**src/rtl/machine_timer_bus_adapter_pkg.sv**
```systemverilog
// Shared definitions for the machine timer bus adapter: register offsets,
// FSM state type, idle read select and the byte-merge helper.
package machine_timer_bus_adapter_pkg;

   localparam int unsigned MTIMER_XLEN = 32;
   localparam int unsigned MTIMER_BE_W = MTIMER_XLEN / 8;

   localparam logic [3:0] MTIMER_OFS_MTIME_LO = 4'h0;
   localparam logic [3:0] MTIMER_OFS_MTIME_HI = 4'h4;
   localparam logic [3:0] MTIMER_OFS_CMP_LO   = 4'h8;
   localparam logic [3:0] MTIMER_OFS_CMP_HI   = 4'hC;

   // Parking select: 2'b00 would make the timer re-snapshot mtime high.
   localparam logic [1:0] MTIMER_SEL_IDLE = 2'b10;

   typedef enum logic [1:0] {
      ST_IDLE = 2'd0,
      ST_WAIT = 2'd1,
      ST_CAP  = 2'd2
   } mtimer_state_e;

   // Enabled bytes come from new_word, the rest from old_word.
   function automatic logic [MTIMER_XLEN-1:0] mtimer_byte_merge(
      input logic [MTIMER_XLEN-1:0] old_word,
      input logic [MTIMER_XLEN-1:0] new_word,
      input logic [MTIMER_BE_W-1:0] byte_en
   );
      logic [MTIMER_XLEN-1:0] merged;
      merged = old_word;
      for (int unsigned i = 0; i < MTIMER_BE_W; i++) begin
         if (byte_en[i]) merged[8*i +: 8] = new_word[8*i +: 8];
      end
      return merged;
   endfunction

endpackage

```
**src/rtl/machine_timer_bus_adapter.sv**
```systemverilog
// Bus bridge from the data-memory port to the machine timer register file.
// Optional feature: MTIMER_BYTE_ENABLE_EN enables read-modify-write of partial mtimecmp writes.
module machine_timer_bus_adapter
   import machine_timer_bus_adapter_pkg::*;
#(
   parameter int unsigned            ADDR_WIDTH = 32,
   parameter int unsigned            XLEN       = 32,
   parameter logic [ADDR_WIDTH-1:0]  BASE_ADDR  = 32'h2000_0000
) (
   input  logic                  clk,
   input  logic                  reset_n,
   input  logic                  sync_reset,
   input  logic                  mem_re,
   input  logic                  mem_we,
   input  logic [ADDR_WIDTH-1:0] mem_addr,
   input  logic [XLEN-1:0]       mem_write_data,
   input  logic [XLEN/8-1:0]     mem_byte_en,
   output logic                  mem_ready,
   output logic                  mem_ack,
   output logic [XLEN-1:0]       mem_read_data,
   output logic                  access_error,
   output logic                  load_mtimecmp_low,
   output logic                  load_mtimecmp_high,
   output logic [XLEN-1:0]       mtimecmp_write_data,
   output logic [1:0]            reg_read_addr,
   input  logic [XLEN-1:0]       reg_read_data
);

   mtimer_state_e      state_q;
   logic               ack_q;
   logic               err_q;
   logic               ld_lo_q;
   logic               ld_hi_q;
   logic [XLEN-1:0]    rdata_q;
   logic [XLEN-1:0]    cmp_wdata_q;
   logic [1:0]         sel_q;
   logic               rmw_q;
   logic               rmw_hi_q;
   logic [XLEN-1:0]    rmw_data_q;
   logic [XLEN/8-1:0]  rmw_be_q;

   logic hit_c;
   logic aligned_c;
   logic is_cmp_c;
   logic is_cmp_hi_c;
   logic wr_c;
   logic rd_c;
   logic rmw_c;
   logic be_none_c;
   logic start_seq_c;

   // Address decode; write has priority over a simultaneous read.
   assign hit_c       = (mem_addr[ADDR_WIDTH-1:4] == BASE_ADDR[ADDR_WIDTH-1:4]);
   assign aligned_c   = (mem_addr[1:0] == 2'b00);
   assign is_cmp_hi_c = (mem_addr[3:2] == MTIMER_OFS_CMP_HI[3:2]);
   assign is_cmp_c    = (mem_addr[3:2] == MTIMER_OFS_CMP_LO[3:2]) || is_cmp_hi_c;
   assign wr_c        = mem_ready && hit_c && mem_we;
   assign rd_c        = mem_ready && hit_c && mem_re && !mem_we;

`ifdef MTIMER_BYTE_ENABLE_EN
   assign be_none_c = (mem_byte_en == '0);
   assign rmw_c     = !be_none_c && (mem_byte_en != '1);
`else
   logic unused_byte_en;
   assign unused_byte_en = ^mem_byte_en;
   assign be_none_c      = 1'b0;
   assign rmw_c          = 1'b0;
`endif

   assign start_seq_c = aligned_c && (rd_c || (wr_c && is_cmp_c && rmw_c));

   // Sequencing FSM: reads and RMW writes walk IDLE -> WAIT -> CAP -> IDLE.
   always_ff @(posedge clk or negedge reset_n) begin
      if (!reset_n) begin
         state_q <= ST_IDLE;
      end else if (sync_reset) begin
         state_q <= ST_IDLE;
      end else begin
         case (state_q)
            ST_IDLE: if (start_seq_c) state_q <= ST_WAIT;
            ST_WAIT: state_q <= ST_CAP;
            ST_CAP:  state_q <= ST_IDLE;
            default: state_q <= ST_IDLE;
         endcase
      end
   end

   // Registered bus responses, timer strobes and read select.
   always_ff @(posedge clk or negedge reset_n) begin
      if (!reset_n) begin
         ack_q       <= 1'b0;
         err_q       <= 1'b0;
         ld_lo_q     <= 1'b0;
         ld_hi_q     <= 1'b0;
         rdata_q     <= '0;
         cmp_wdata_q <= '0;
         sel_q       <= MTIMER_SEL_IDLE;
         rmw_q       <= 1'b0;
         rmw_hi_q    <= 1'b0;
         rmw_data_q  <= '0;
         rmw_be_q    <= '0;
      end else if (sync_reset) begin
         ack_q       <= 1'b0;
         err_q       <= 1'b0;
         ld_lo_q     <= 1'b0;
         ld_hi_q     <= 1'b0;
         rdata_q     <= '0;
         cmp_wdata_q <= '0;
         sel_q       <= MTIMER_SEL_IDLE;
         rmw_q       <= 1'b0;
         rmw_hi_q    <= 1'b0;
         rmw_data_q  <= '0;
         rmw_be_q    <= '0;
      end else begin
         ack_q   <= 1'b0;
         err_q   <= 1'b0;
         ld_lo_q <= 1'b0;
         ld_hi_q <= 1'b0;
         case (state_q)
            ST_IDLE: begin
               if (wr_c) begin
                  if (!aligned_c) begin
                     ack_q   <= 1'b1;
                     err_q   <= 1'b1;
                     rdata_q <= '0;
                  end else if (!is_cmp_c) begin
                     ack_q <= 1'b1;
                     err_q <= 1'b1;
                  end else if (rmw_c) begin
                     rmw_q      <= 1'b1;
                     rmw_hi_q   <= is_cmp_hi_c;
                     rmw_data_q <= mem_write_data;
                     rmw_be_q   <= mem_byte_en;
                     sel_q      <= mem_addr[3:2];
                  end else if (be_none_c) begin
                     ack_q <= 1'b1;
                  end else begin
                     ld_lo_q     <= !is_cmp_hi_c;
                     ld_hi_q     <= is_cmp_hi_c;
                     cmp_wdata_q <= mem_write_data;
                     ack_q       <= 1'b1;
                  end
               end else if (rd_c) begin
                  if (!aligned_c) begin
                     ack_q   <= 1'b1;
                     err_q   <= 1'b1;
                     rdata_q <= '0;
                  end else begin
                     rmw_q <= 1'b0;
                     sel_q <= mem_addr[3:2];
                  end
               end
            end
            // Park the select as soon as the timer has sampled it so the
            // mtime-high snapshot stays tied to the low-word read.
            ST_WAIT: sel_q <= MTIMER_SEL_IDLE;
            ST_CAP: begin
               ack_q <= 1'b1;
               if (rmw_q) begin
                  ld_lo_q     <= !rmw_hi_q;
                  ld_hi_q     <= rmw_hi_q;
                  cmp_wdata_q <= mtimer_byte_merge(reg_read_data, rmw_data_q, rmw_be_q);
               end else begin
                  rdata_q <= reg_read_data;
               end
            end
            default: ;
         endcase
      end
   end

   assign mem_ready           = (state_q == ST_IDLE);
   assign mem_ack             = ack_q;
   assign access_error        = err_q;
   assign load_mtimecmp_low   = ld_lo_q;
   assign load_mtimecmp_high  = ld_hi_q;
   assign mem_read_data       = rdata_q;
   assign mtimecmp_write_data = cmp_wdata_q;
   assign reg_read_addr       = sel_q;

endmodule

```
**config.mk**
```make
export PLATFORM = sky130hd
export DESIGN_NAME = machine_timer_bus_adapter
export DESIGN_NICKNAME = d
export VERILOG_FILES = /design/src/rtl/machine_timer_bus_adapter_pkg.sv /design/src/rtl/machine_timer_bus_adapter.sv
export SDC_FILE = /design/constraint.sdc
export NUM_CORES = 1
export LEC_CHECK = 0
export ABC_AREA = 1
export CAP_MARGIN = 20
export CORE_UTILIZATION = 40
export CTS_CLUSTER_DIAMETER = 60
export DETAILED_ROUTE_END_ITERATION = 10
export MAX_ROUTING_LAYER = met4
export PLACE_DENSITY = 0.81
export SYNTH_ARGS = -nofsm -noshare
export SYNTH_HDL_FRONTEND = slang
export SYNTH_SLANG_ARGS = --single-unit
```
**constraint.sdc**
```tcl
create_clock -name clk -period 2.06 [get_ports clk]
set_clock_uncertainty 0.05 [all_clocks]
set_input_delay 0.206 -clock clk [delete_from_list [all_inputs] [get_ports clk]]
set_output_delay 0.206 -clock clk [all_outputs]
set_load 0.03 [all_outputs]
```
# == Word level (Yosys, flattened, before mapping) ==
# Cells that the tools add are included.
# word_totals
regBits,73
latchBits,0
ramBits,0
mem_bits_ro,0
output_inout_bits,71
n_memories,0
# classes
addsub,0
multipliers,0
n_div,0
magnitude_cmp,0
n_eq_ne,15
shifts,0
n_mux,46
bitwise_logic,0
n_reduce_logical,19
# ops
operator,n
$mux 32,10
$pmux 32 s2,2
$eq 28x26->1 const B,1
$mux 1,24
$ne 3x2->1 const B,5
$mux 2,6
$ne 3x3->1 const B,3
$pmux 2 s2,2
$reduce_and 4->1,2
$eq 2x2->1 const B,3
$reduce_bool 2->1,3
$reduce_bool 3->1,2
$logic_and 1x1->1,5
$reduce_and 5->1,1
$logic_not 2->1,2
$ne 4x2->1 const B,1
$pmux 1 s2,2
$reduce_and 3->1,1
$eq 2x1->1 const B,1
$logic_not 1->1,2
$ne 2x2->1 const B,1
$logic_or 1x1->1,1

# == Logic depth before layout (Yosys ltp) ==
# logic_depth
depth_word,8
ltp_mapped,12
mapped_depth_nobuf,12

# == Least setup slack after synthesis ==
# Ideal clock, no wire load.
# synth_timing
path_kind,reg2reg
startpoint,register state_q[0]
endpoint,"register cmp_wdata_q[0], in the netlist mtimecmp_write_data[0]"
setup_ps,122
arrival_ps,1354
required_time_ps,1888
path_slack_ps,533
stages_incl_launch_ff,12
path_buffers,1
cell_sequence,dfrtp_1 inv_2 nand2_4 nor2_4 nand2_2 nor2_4 nand2_4 nand2_2 nand2_4 buf_6 nand2_1 o21ai_2
# synth_via
elab_chain_len,5
word_cells_on_any_way,12
cone_classes,5 x eq/ne; 2 x mux; 5 x reduce/logical
# synth_lines
element,line,source
"start, declared",machine_timer_bus_adapter.sv:29,mtimer_state_e state_q;
"start signal, assigned",machine_timer_bus_adapter.sv:75,state_q <= ST_IDLE;
"start signal, assigned",machine_timer_bus_adapter.sv:77,state_q <= ST_IDLE;
"start signal, assigned",machine_timer_bus_adapter.sv:80,ST_IDLE: if (start_seq_c) state_q <= ST_WAIT;
$logic_not 2->1,"machine_timer_bus_adapter.sv:119, machine_timer_bus_adapter.sv:172",
$logic_and 1x1->1 (2 in series),machine_timer_bus_adapter.sv:57,assign wr_c = mem_ready && hit_c && mem_we;
$ne 3x2->1 (no source line),n/a,
$reduce_and 5->1 (no source line),n/a,
"end signal, assigned",machine_timer_bus_adapter.sv:140,cmp_wdata_q <= mem_write_data;
"end signal, assigned",machine_timer_bus_adapter.sv:162,"cmp_wdata_q <= mtimer_byte_merge(reg_read_data, rmw_data_q, rmw_be_q);"
"end, declared",machine_timer_bus_adapter.sv:35,logic [XLEN-1:0] cmp_wdata_q;
# Parallel ways exist; a longest one is shown, timed or not.
# A chain may end at the register's enable or synchronous reset.

# == Worst setup path in the final report ==
# layout_timing
startpoint,register state_q[0]
endpoint,output mem_ready
# layout_via
elab_chain_len,1
# layout_lines
element,line,source
$logic_not 2->1,machine_timer_bus_adapter.sv:172,assign mem_ready = (state_q == ST_IDLE);
"end, declared",machine_timer_bus_adapter.sv:18,"output logic mem_ready,"
# Every way passes these cells.

==> run_results.csv <==
group,metric,value,unit
setup_path,crit_slowest_cell,"clkdlybuf4s50_1",
synthesis,yosys_warnings,0,
synthesis,ys_types,22,
layout,n_antenna_cell,0,
layout,drive_gt1_frac,0.125,
synthesis,synth_edf_count,0,
setup_path,crit_family,"buffers and inverters",
timing,max_slew_margin,0.393,
place,routabilityCongestion,0.814,
layout,layout_commonest_cell,"clkdlybuf4s50_1",
timing,hold_viol,0,
floorplanning,fp.coreArea,8300,um^2
power,ir_drop,331,uV
timing,tightest_slew,0.911,ns
clock_tree,cts_tree,"yes",
route,wl_per_cell,13.5,um
synthesis,avgSynthCellArea,8.71,um^2
status,status,"completed",
floorplanning,row_count,33,
global_route,antenna_found_initial,0,
setup_path,critPathBufInv,3,
place,portBuffers,171,
synthesis,async_flop_share,1.00,
layout,fin_area,5440,um^2
clock_tree,cts_buffer_depth,2,
clock_tree,clkLatencyLatePin,0.34,ns
floorplanning,ios,176,
timing,setup_viol,0,
clock_tree,path_clk_slew,0.08,ns
synthesis,syn_area,3450,um^2
place,hpwl,6.82,mm
setup_path,path_cells,"inv_2 -> nand2_4 -> inv_1 -> clkdlybuf4s50_1",
timing,fin_setup_tns,0,ns
clock_tree,cts_buffers,9,
global_route,overflow,0,
timing,fin_crit,1.95,ns
power,p_leak,2.75,nW
place,placed_area,5200,um^2
route,drt_iter0_markers,65,
hold_path,worstHoldPathType,"in -> reg",
route,drcViolationCount,0,
route,vias,3266,
synthesis,synthCells,396,
timing,fmax,0.513,GHz
route,drtPass1Iterations,4,
layout,final_nets,676,
route,wl,9.22,mm
clock_tree,clkSinkCount,72,
setup_path,worst-setup-path-type,"reg -> out",
layout,seqCellArea,1800,um^2
global_route,grt_pass1_wl,14.8,mm
timing,period_share,0.947,
clock_tree,cts.htree.levels,3,
synthesis,synth_top_area_frac,0.515,
layout,layout_common_cells,"170 x clkdlybuf4s50_1, 149 x nand2_1, 71 x dfrtp_1",
layout,final.fill_count,698,
clock_tree,post_cts_buffers,0,
synthesis,ys.flop_type,"dfrtp_1",
timing,report.final.slew_viol_count,0,
power,p_per_area,649,nW/um^2
floorplanning,die_x,94.9,um
floorplanning,die_area,9000,um^2
route,via_per_inst,4.80,
synthesis,synth_nets,501,
layout,multi_input_area,1290,um^2
setup_path,cpPeakStageDelay,0.67,ns
floorplanning,die_h,94.9,um
clock_tree,clockRootBuffer,"clkbuf_8",
synthesis,ys_ff_latch,72,
route,ant_nets,0,
flow_run,cap_violations,0,
global_route,grt_pass1_vias,3289,
setup_path,critPathArrivalTime,1.69,ns
layout,syn_to_final_growth,57.8,%
global_route,grt.total_usage,0.222,
setup_path,cp-start-kind,"flop",
global_route,grt_max_degree,73,
timing,rsz0062_at_grt,"false",
synthesis,yosysTopAreaCell,"dfrtp_1",
floorplanning,start_util,0.416,
synthesis,synthTopCellsByArea,"dfrtp_1 52%, nand2_1 16%, o21ai_2 8.1%",
setup_path,required,1.80,ns
setup_path,end_kind,"output pin",
setup_path,path_max_fanout,5,
synthesis,synth-seq-area-share,0.523,
timing repair:
item / in CTS / in global routing
endpoints found under the hold margin: 71 / 0
gates resized for setup: 0 / 0
setup endpoints to repair: 0 / 0
hold buffers: 1 / 0
final timing paths:
check	start	to	slack, ns	depth (start not counted)
worst max-delay path	state_q[0]	mem_ready	0.11	4
worst min-delay path	reg_read_data[26]	mem_read_data[26]	0.37	3
worst max register to register	state_q[0]	mem_read_data[8]	0.36	11
worst min register to register	reg_read_addr[1]	reg_read_addr[1]	0.42	2
max in group asynchronous	reset_n	mem_read_data[3]	0.88	2
min in group asynchronous	reset_n	mtimecmp_write_data[6]	0.48	2
metal layers:
layer,global-route usage,vias up,part of all wire
met5,-,-,0
met3,0.0588,13,0.071
li1,-,1608,-
met1,0.254,1505,0.41
met4,0.0770,0,0.015
met2,0.374,140,0.51
tightest hold or removal path, delay by kind of cell:
family	cells	cell delay, ns
buffers and inverters	1	0.39
AND/OR/NAND/NOR	2	0.13
synthesized netlist by cell type, drive strengths merged (2+ instances only):
master and instances:
clkbuf 4, nor4 2, o21ai 35, buf 13
inv 42, a31oi 32, dfrtp 71, nand3 5
nand2 155, nor3 3, dlygate4sd1 2, nor2 29
where the power goes:
group	internal [mW]	switching [mW]
Clock	0.746	0.527
Combinational	0.369	0.367
Sequential	1.48	0.0379
sequential cells by signal, summed over array words and instances (netlist names):
name,count
access_error,1
load_mtimecmp_high,1
load_mtimecmp_low,1
mem_ack,1
mem_read_data,32
mtimecmp_write_data,32
reg_read_addr,2
state_q,2
cell families (layout without fill, tap and decap cells):
kind of cell           after synthesis  count (layout)  share of synthesized area
AOI/OAI and AO/OA                   68              68                      0.145
buffers and inverters               62             242                      0.104
and+or+nand+nor                    194             194                      0.229
DFF                                 72              72                      0.523
layout make-up:
type,count,area share
Clock inverter,5,0.0145
Clock buffer,11,0.0278
Inverter,43,0.0296
Multi-Input combinational cell,262,0.237
Sequential cell,72,0.331
Tap cell,105,0.0241
Timing Repair Buffer,183,0.336
through the flow:
| stage | hold slack (ns) | power, mW | utilization | std cells | setup slack (ns) |
|---|---|---|---|---|---|
| 2_1_floorplan | -0.140 | 1.89 | - | 396 | 0.533 |
| 3_3_place_gp | 0.343 | 2.28 | 0.627 | 664 | 0.184 |
| 3_5_place_dp | 0.345 | 2.29 | 0.627 | 664 | 0.160 |
| 4_1_cts | 0.355 | 3.57 | 0.656 | 681 | 0.0884 |
| 5_1_grt | 0.372 | 3.69 | 0.656 | 681 | 0.0507 |
| 6_report | 0.370 | 3.53 | 0.656 | 681 | 0.109 |
Power figures use the tool's default switching activity.
